## config.mk

```make
export PLATFORM = sky130hd
export DESIGN_NAME = bf16_mac_tree
export DESIGN_NICKNAME = d
export VERILOG_FILES = /design/src/rtl/bf16_mac_tree.sv
export SDC_FILE = /design/constraint.sdc
export NUM_CORES = 2
export LEC_CHECK = 0
export CAP_MARGIN = 20
export CORE_UTILIZATION = 60
export CTS_BUF_LIST = sky130_fd_sc_hd__clkbuf_4 sky130_fd_sc_hd__clkbuf_8
export DETAILED_ROUTE_END_ITERATION = 6
export GPL_TIMING_DRIVEN = 0
export PLACE_DENSITY = 0.78
export REMOVE_ABC_BUFFERS = 1
export SKIP_CTS_REPAIR_TIMING = 1
export SLEW_MARGIN = 0
export SYNTH_ARGS = -nofsm -noshare
export SYNTH_HDL_FRONTEND = slang
export SYNTH_SLANG_ARGS = --single-unit
export TNS_END_PERCENT = 50
```

## constraint.sdc

```tcl
create_clock -name clk -period 49 [get_ports clk]
set_input_delay 9.8 -clock clk [delete_from_list [all_inputs] [get_ports clk]]
set_output_delay 9.8 -clock clk [all_outputs]
set_load 0.05 [all_outputs]
```

## src/rtl/bf16_mac_tree.sv

```systemverilog
// Two-stage bfloat16 dot product: sixteen operands are registered, then eight products
// are reduced by a fixed balanced adder tree into a registered bf16 result.
module bf16_mac_tree (
    input  logic        clk,
    input  logic        reset,
    input  logic [15:0] in0,
    input  logic [15:0] in1,
    input  logic [15:0] in2,
    input  logic [15:0] in3,
    input  logic [15:0] in4,
    input  logic [15:0] in5,
    input  logic [15:0] in6,
    input  logic [15:0] in7,
    input  logic [15:0] in8,
    input  logic [15:0] in9,
    input  logic [15:0] in10,
    input  logic [15:0] in11,
    input  logic [15:0] in12,
    input  logic [15:0] in13,
    input  logic [15:0] in14,
    input  logic [15:0] in15,
    output logic [15:0] out
);

    localparam logic [15:0] QNAN = 16'h7FC0;

    logic [15:0] in_vec [16];
    logic [15:0] op_p0  [16];
    logic [15:0] prod_p1 [8];
    logic [15:0] lvl1_p1 [4];
    logic [15:0] lvl2_p1 [2];
    logic [15:0] sum_p1;

    assign in_vec = '{in0, in1, in2, in3, in4, in5, in6, in7,
                      in8, in9, in10, in11, in12, in13, in14, in15};

    // Round-to-nearest-even on {1,f} with guard/sticky, then overflow to Inf or flush to zero.
    function automatic logic [15:0] round_pack(input logic s, input logic signed [10:0] e,
                                               input logic [6:0] f, input logic g,
                                               input logic st);
        logic [8:0]        m;
        logic signed [10:0] er;
        logic [6:0]        fo;
        logic [15:0]       r;
        m  = {2'b01, f} + {8'b0, g & (st | f[0])};
        er = e;
        fo = m[6:0];
        if (m[8]) begin
            er = e + 11'sd1;
            fo = m[7:1];
        end
        if (er >= 11'sd255)    r = {s, 8'hFF, 7'h00};
        else if (er <= 11'sd0) r = {s, 15'h0000};
        else                   r = {s, er[7:0], fo};
        return r;
    endfunction

    function automatic logic [15:0] bf16_mul(input logic [15:0] a, input logic [15:0] b);
        logic              an, ai, az, bn, bi, bz, s;
        logic [15:0]       prod;
        logic signed [10:0] e;
        logic [15:0]       r;
        an = (a[14:7] == 8'hFF) && (a[6:0] != 7'h0);
        ai = (a[14:7] == 8'hFF) && (a[6:0] == 7'h0);
        az = (a[14:7] == 8'h00);
        bn = (b[14:7] == 8'hFF) && (b[6:0] != 7'h0);
        bi = (b[14:7] == 8'hFF) && (b[6:0] == 7'h0);
        bz = (b[14:7] == 8'h00);
        s  = a[15] ^ b[15];
        prod = 16'({1'b1, a[6:0]}) * 16'({1'b1, b[6:0]});
        e    = $signed({3'b000, a[14:7]}) + $signed({3'b000, b[14:7]}) - 11'sd127;
        if (an || bn || (ai && bz) || (bi && az)) r = QNAN;
        else if (ai || bi)                        r = {s, 8'hFF, 7'h00};
        else if (az || bz)                        r = {s, 15'h0000};
        else if (prod[15])                        r = round_pack(s, e + 11'sd1, prod[14:8], prod[7], |prod[6:0]);
        else                                      r = round_pack(s, e, prod[13:7], prod[6], |prod[5:0]);
        return r;
    endfunction

    function automatic logic [15:0] bf16_add(input logic [15:0] a, input logic [15:0] b);
        logic              an, ai, az, bn, bi, bz;
        logic [15:0]       x, y, r;
        logic [7:0]        d;
        logic [24:0]       ma, mf, mb, sum;
        logic [23:0]       norm;
        logic [4:0]        pos;
        logic signed [10:0] e;
        an = (a[14:7] == 8'hFF) && (a[6:0] != 7'h0);
        ai = (a[14:7] == 8'hFF) && (a[6:0] == 7'h0);
        az = (a[14:7] == 8'h00);
        bn = (b[14:7] == 8'hFF) && (b[6:0] != 7'h0);
        bi = (b[14:7] == 8'hFF) && (b[6:0] == 7'h0);
        bz = (b[14:7] == 8'h00);
        if (a[14:0] >= b[14:0]) begin x = a; y = b; end
        else                    begin x = b; y = a; end
        d  = x[14:7] - y[14:7];
        ma = {2'b01, x[6:0], 16'h0};
        mf = {2'b01, y[6:0], 16'h0};
        // Bits shifted past the 16 extension bits only matter as a sticky flag.
        if (d > 8'd24) mb = 25'd1;
        else           mb = (mf >> d) | {24'h0, |(mf & ((25'd1 << d) - 25'd1))};
        sum = (x[15] == y[15]) ? ma + mb : ma - mb;
        pos = 5'd0;
        for (int i = 0; i < 25; i++)
            if (sum[i]) pos = 5'(i);
        norm = 24'(sum << (5'd24 - pos));
        e    = $signed({3'b000, x[14:7]}) + $signed({6'b000000, pos}) - 11'sd23;
        if (an || bn || (ai && bi && (a[15] != b[15]))) r = QNAN;
        else if (ai)                                    r = a;
        else if (bi)                                    r = b;
        else if (az && bz)                              r = {a[15] & b[15], 15'h0000};
        else if (az)                                    r = b;
        else if (bz)                                    r = a;
        else if (sum == 25'd0)                          r = 16'h0000;
        else r = round_pack(x[15], e, norm[23:17], norm[16], |norm[15:0]);
        return r;
    endfunction

    // Stage 1: operand registers
    always_ff @(posedge clk) begin
        for (int i = 0; i < 16; i++)
            op_p0[i] <= (!reset) ? 16'h0000 : in_vec[i];
    end

    always_comb begin
        for (int k = 0; k < 8; k++) prod_p1[k] = bf16_mul(op_p0[2*k], op_p0[2*k+1]);
        for (int j = 0; j < 4; j++) lvl1_p1[j] = bf16_add(prod_p1[2*j], prod_p1[2*j+1]);
        for (int j = 0; j < 2; j++) lvl2_p1[j] = bf16_add(lvl1_p1[2*j], lvl1_p1[2*j+1]);
        sum_p1 = bf16_add(lvl2_p1[0], lvl2_p1[1]);
    end

    // Stage 2: result register
    always_ff @(posedge clk) begin
        if (!reset) out <= 16'h0000;
        else        out <= sum_p1;
    end

endmodule

```

* After elaboration in Yosys (flattened, before gate mapping)
Memory sizes are Yosys's and may differ from the RTL's.
Index checks and enable logic that the tools add are counted.
** Storage, ports and cells
- Flip-flop bits (word level) :: 16
- Bits in writable memories :: 256
- Bits of input ports :: 258
- Output and inout bits :: 16
- Logic and storage cells :: 1100
- Memories kept :: 1
** Memories
- op_p0 :: words 16, width 16, rd ports 16, clocked after Yosys merged registers in 0, wr ports 16, RTL line 28 : logic [15:0] op_p0 [16];
** Operators by class
- Add/subtract/negate cells :: 111
- Multiply operators :: 8
- Magnitude comparators :: 60
- Eq/ne operators :: 44
- Shift-type cells :: 21
- Multiplexer cells :: 498
- Bitwise logic cells :: 76
- Reductions and logical operators :: 279
** Operators with widths (number)
- 2-to-1 mux 11 bit :: 136
- 2-to-1 mux 16 bit :: 86
- 2-to-1 mux 15 bit :: 71
- 2-to-1 mux 5 bit :: 161
- 2-to-1 mux 25 bit :: 14
- greater-or-equal comparator 11 x 9 -> 1 bit (second input constant) :: 23
- less-or-equal comparator 11 x 1 -> 1 bit (second input constant) :: 23
- == test 8 bit (second input constant) :: 30
- zero test 8 bit :: 30
- zero test 7 bit :: 30
- nonzero test 7 bit :: 30
- adder 8 x 1 -> 9 bit :: 23
- adder 24 x 25 -> 25 bit :: 7
- bitwise AND 24 x 25 -> 25 bit :: 7
- zero test 25 bit :: 7
- bitwise OR 25 x 1 -> 25 bit :: 7
- OR reduction 25 bit :: 7
- left shift 1 x 8 -> 25 bit (first input constant) :: 7
- left shift 25 x 5 -> 24 bit :: 7
- >> shifter 24 x 8 -> 25 bit :: 7
- subtractor 24 x 25 -> 25 bit :: 7
- subtractor 25 x 1 -> 25 bit (second input constant) :: 7
- adder 10 x 2 -> 11 bit (second input constant) :: 15
- 2-to-1 mux 7 bit :: 23
- 23 further kinds :: 332

* Longest topological paths before layout
An unclocked memory read counts as a cell.
- Word-level depth :: 195
- Depth in mapped cells :: 248

* Worst setup path after synthesis
No wires, ideal clock.
- Kind :: reg-to-reg
- From :: mem op_p0[1][2], in the netlist op_p0[0][18]
- To :: reg out[0]
- Arrival time :: 44520 ps
- Data required time :: 48864 ps
- Path slack :: 4343 ps
- Cell stages (with the launch flop) :: 223
- Path buffers :: 26
- Clock period less this slack :: 44657 ps
- Path through :: dfxtp_1 > and2_1 > fa_1 > inv_1 > fa_1 > inv_1 > fa_1 > fa_1 > ha_1 > buf_2 > and2_1 > a32o_1 > o21ai_0 > and2_1 > clkbuf_1 > ha_1 > inv_1 > or4_4 > [187 not listed] > buf_4 > ha_1 > o2111ai_1 > nor2_1 > or2_1 > dlymetal6s2s_1 > nor3_1 > a221o_2 > nor2b_1 > ha_1 > o311ai_4 > or4b_1 > buf_6 > or4_1 > a22oi_2 > nor4_4 > a221oi_1 > a2111oi_2
** RTL lines
- start, declared :: RTL line 28
- end signal, assigned :: RTL line 135 : else out <= sum_p1;
- end, declared :: RTL line 22 : output logic [15:0] out

==> out/qor.yml <==
hold_viol_final: 0
stdcell_area_um2: 107000
die_w_um: 411
fin_crit_sh_pct: 96.3
slew_viol_final: 0
ant_nets: 0
clockBufferDepth: 3
dp_cells: 15800
ys_seq_elements: 272
syn-instance-count: 13900
synth_top_area_cell: "ha_1"
fill_cells: 14600
areaGrowthSynthToFinish_pct: 6.23
tns_ns: 0
path_clk_slew_ns: 0.06
vias: 113000
synth_common_cells: "1177 x nand2_1, 1171 x nor2_1, 952 x inv_1, 841 x a21oi_1, 767 x ha_1"
dpl.hpwl_mm: 275
cts_htree_levels: 2
core_area_um2: 166000
crit_path_top_delay_cell: "a211oi_1"
cp_max_fo: 27
yosysSeqAreaShare_pct: 5.42
placed_area_um2: 103000
place_congestion: 1.03
portBuffers: 273
drive_above_1_share_pct: 9.86
path_common_cell: "nor2_1"
ios: 274
cts_tree: "yes"
stdcell_count: 16000
maxCapViolCount: 0
ys_types: 217
syn_area_per_cell_um2: 7.23
vias_per_cell: 7.06
fin_skew_ns: 0.0927
cts_buffers: 45
rows: 149
dr.pass1.iters: 7
overflow: 0
grtUsageTotal_pct: 39.0
cp_slowest_stage_delay_ns: 0.74
grt_max_degree: 183
cts_sinks: 272
antenna_found_initial: 2
synth_flop_cell: "dfxtp_1"
wl_per_cell_um: 22.0
start_util_pct: 60.6
slew_headroom_pct: 14.7
violations: "design-rule violations"
status: "complete, but fails checks"
fmax_mhz: 21.2
die_area_um2: 169000
whs_ns: 1.85
cp.arrival_ns: 47.82
crit_type: "flop to flop"
cp-end-kind: "flop"
finalCriticalPeriod_ns: 47.19
routed_wl_mm: 352
async_reset_ff_share_pct: 0
worst_setup_path_start_kind: "flop"
hold_path.class: "flop to flop"
yosysMostFrequentCell: "nand2_1"
dieHeight_um: 411
synth_edf_count: 0
first_global_vias: 105000
synth_top_cell_area_share_pct: 9.56
drc: 15
crit_required_ns: 49.63
syn_area_um2: 100000
final-setup-viol-count: 0
yosysWarnings: 0
synth_area_leaders: "ha_1 9.6%, fa_1 6.2%, dfxtp_1 5.4%"
root_buffer: "clkbuf_8"
worst_pin_slew_ns: 1.28
first_iter_violations: 13600
grt_pass1_wl_mm: 554
finalNetCount: 15100
clock_latency_ns: 0.79
cells in the final DEF, fill, tap and decap left out, types with 122 or more instances in the layout:
| cell type | count |
|---|---|
| nor4_1 | 234 |
| fa_1 | 310 |
| buf_4 | 172 |
| nand3_1 | 473 |
| or3_1 | 167 |
| and3_1 | 161 |
| xor2_1 | 165 |
| clkdlybuf4s50_1 | 272 |
| nand2b_1 | 123 |
| xnor2_1 | 424 |
| and2_1 | 665 |
| nand4_1 | 212 |
| o21ai_0 | 636 |
| a21o_1 | 158 |
| a21oi_1 | 833 |
| a211oi_1 | 208 |
| nor2_1 | 1159 |
| dfxtp_1 | 272 |
| ha_1 | 755 |
| mux2i_1 | 248 |
| inv_1 | 949 |
| a31oi_1 | 192 |
| nor3_1 | 424 |
| nand2_1 | 1171 |
| o211ai_1 | 187 |
| o21a_1 | 129 |
| or2_2 | 122 |
path summary, 6_finish.rpt:
| check | from | to | slack, ns | depth (start not counted) |
|---|---|---|---|---|
| max | op_p0[1][22] | out[0] | 1.81 | 185 |
| min | op_p0[0][79] | out[15] | 1.85 | 10 |
| max reg2reg | op_p0[1][22] | out[0] | 1.81 | 185 |
| min reg2reg | op_p0[0][79] | out[15] | 1.85 | 10 |
worst max-delay path, delay by kind of cell, from the launching register on:
kind | cells | cell delay [ns]
compound gates | 66 | 17.46
simple gates | 66 | 14.68
fa+ha+maj | 23 | 8.23
buf+inv | 22 | 3.60
mux | 5 | 1.44
xor+xnor | 3 | 0.92
flops | 1 | 0.54
per-stage QoR:
stage / setup slack, ns / utilization (%)
5_1_grt: -0.252 / 64.4
3_5_place_dp: -8.12 / 62.1
2_1_floorplan: 1.77 / -
4_1_cts: -8.23 / 62.8
6_report: 1.81 / 64.4
3_3_place_gp: -9.57 / 61.7
area by class of cell:
cell class,count,area (um2),share of cell area (%)
Timing Repair Buffer,492,4630,4.35
Clock inverter,14,190,0.178
Sequential cell,272,5450,5.11
Inverter,979,3710,3.48
Clock buffer,67,866,0.812
Antenna cell,3,7.51,0.00704
Multi-Input combinational cell,12000,89000,83.5
Tap cell,2189,2740,2.57
Timing Repair inverter,1,5.00,0.00469
kinds of logic (layout without fill, tap and decap cells):
| family | after synthesis | count (layout) | share of synthesized area (%) |
|---|---|---|---|
| other | 0 | 3 | 0 |
| AND/OR/NAND/NOR | 5583 | 5589 | 29.1 |
| adder cells (fa/ha/maj) | 1085 | 1085 | 15.8 |
| AO/OA/AOI/OAI | 4236 | 4241 | 30.7 |
| buffers and inverters | 1623 | 1553 | 7.33 |
| XOR/XNOR | 639 | 639 | 5.92 |
| flip-flops | 272 | 272 | 5.42 |
| multiplexers | 448 | 448 | 5.64 |
flip-flops by register name, summed over array words and instances, names as in the netlist:
signal,count
op_p0,256
out,16
per-layer routing:
layer / track usage [%] / up-vias / part of all wire [%]
li1: - / 51800 / -
met3: 5.34 / 1166 / 8.8
met4: 16.3 / 2 / 4.7
met1: 49.6 / 53600 / 40
met5: 0 / - / 0.0037
met2: 65.7 / 6462 / 46
Power is left out: the tool's default activity adds up to more than one toggle a clock period on the data nets, which glitch-free logic cannot reach.
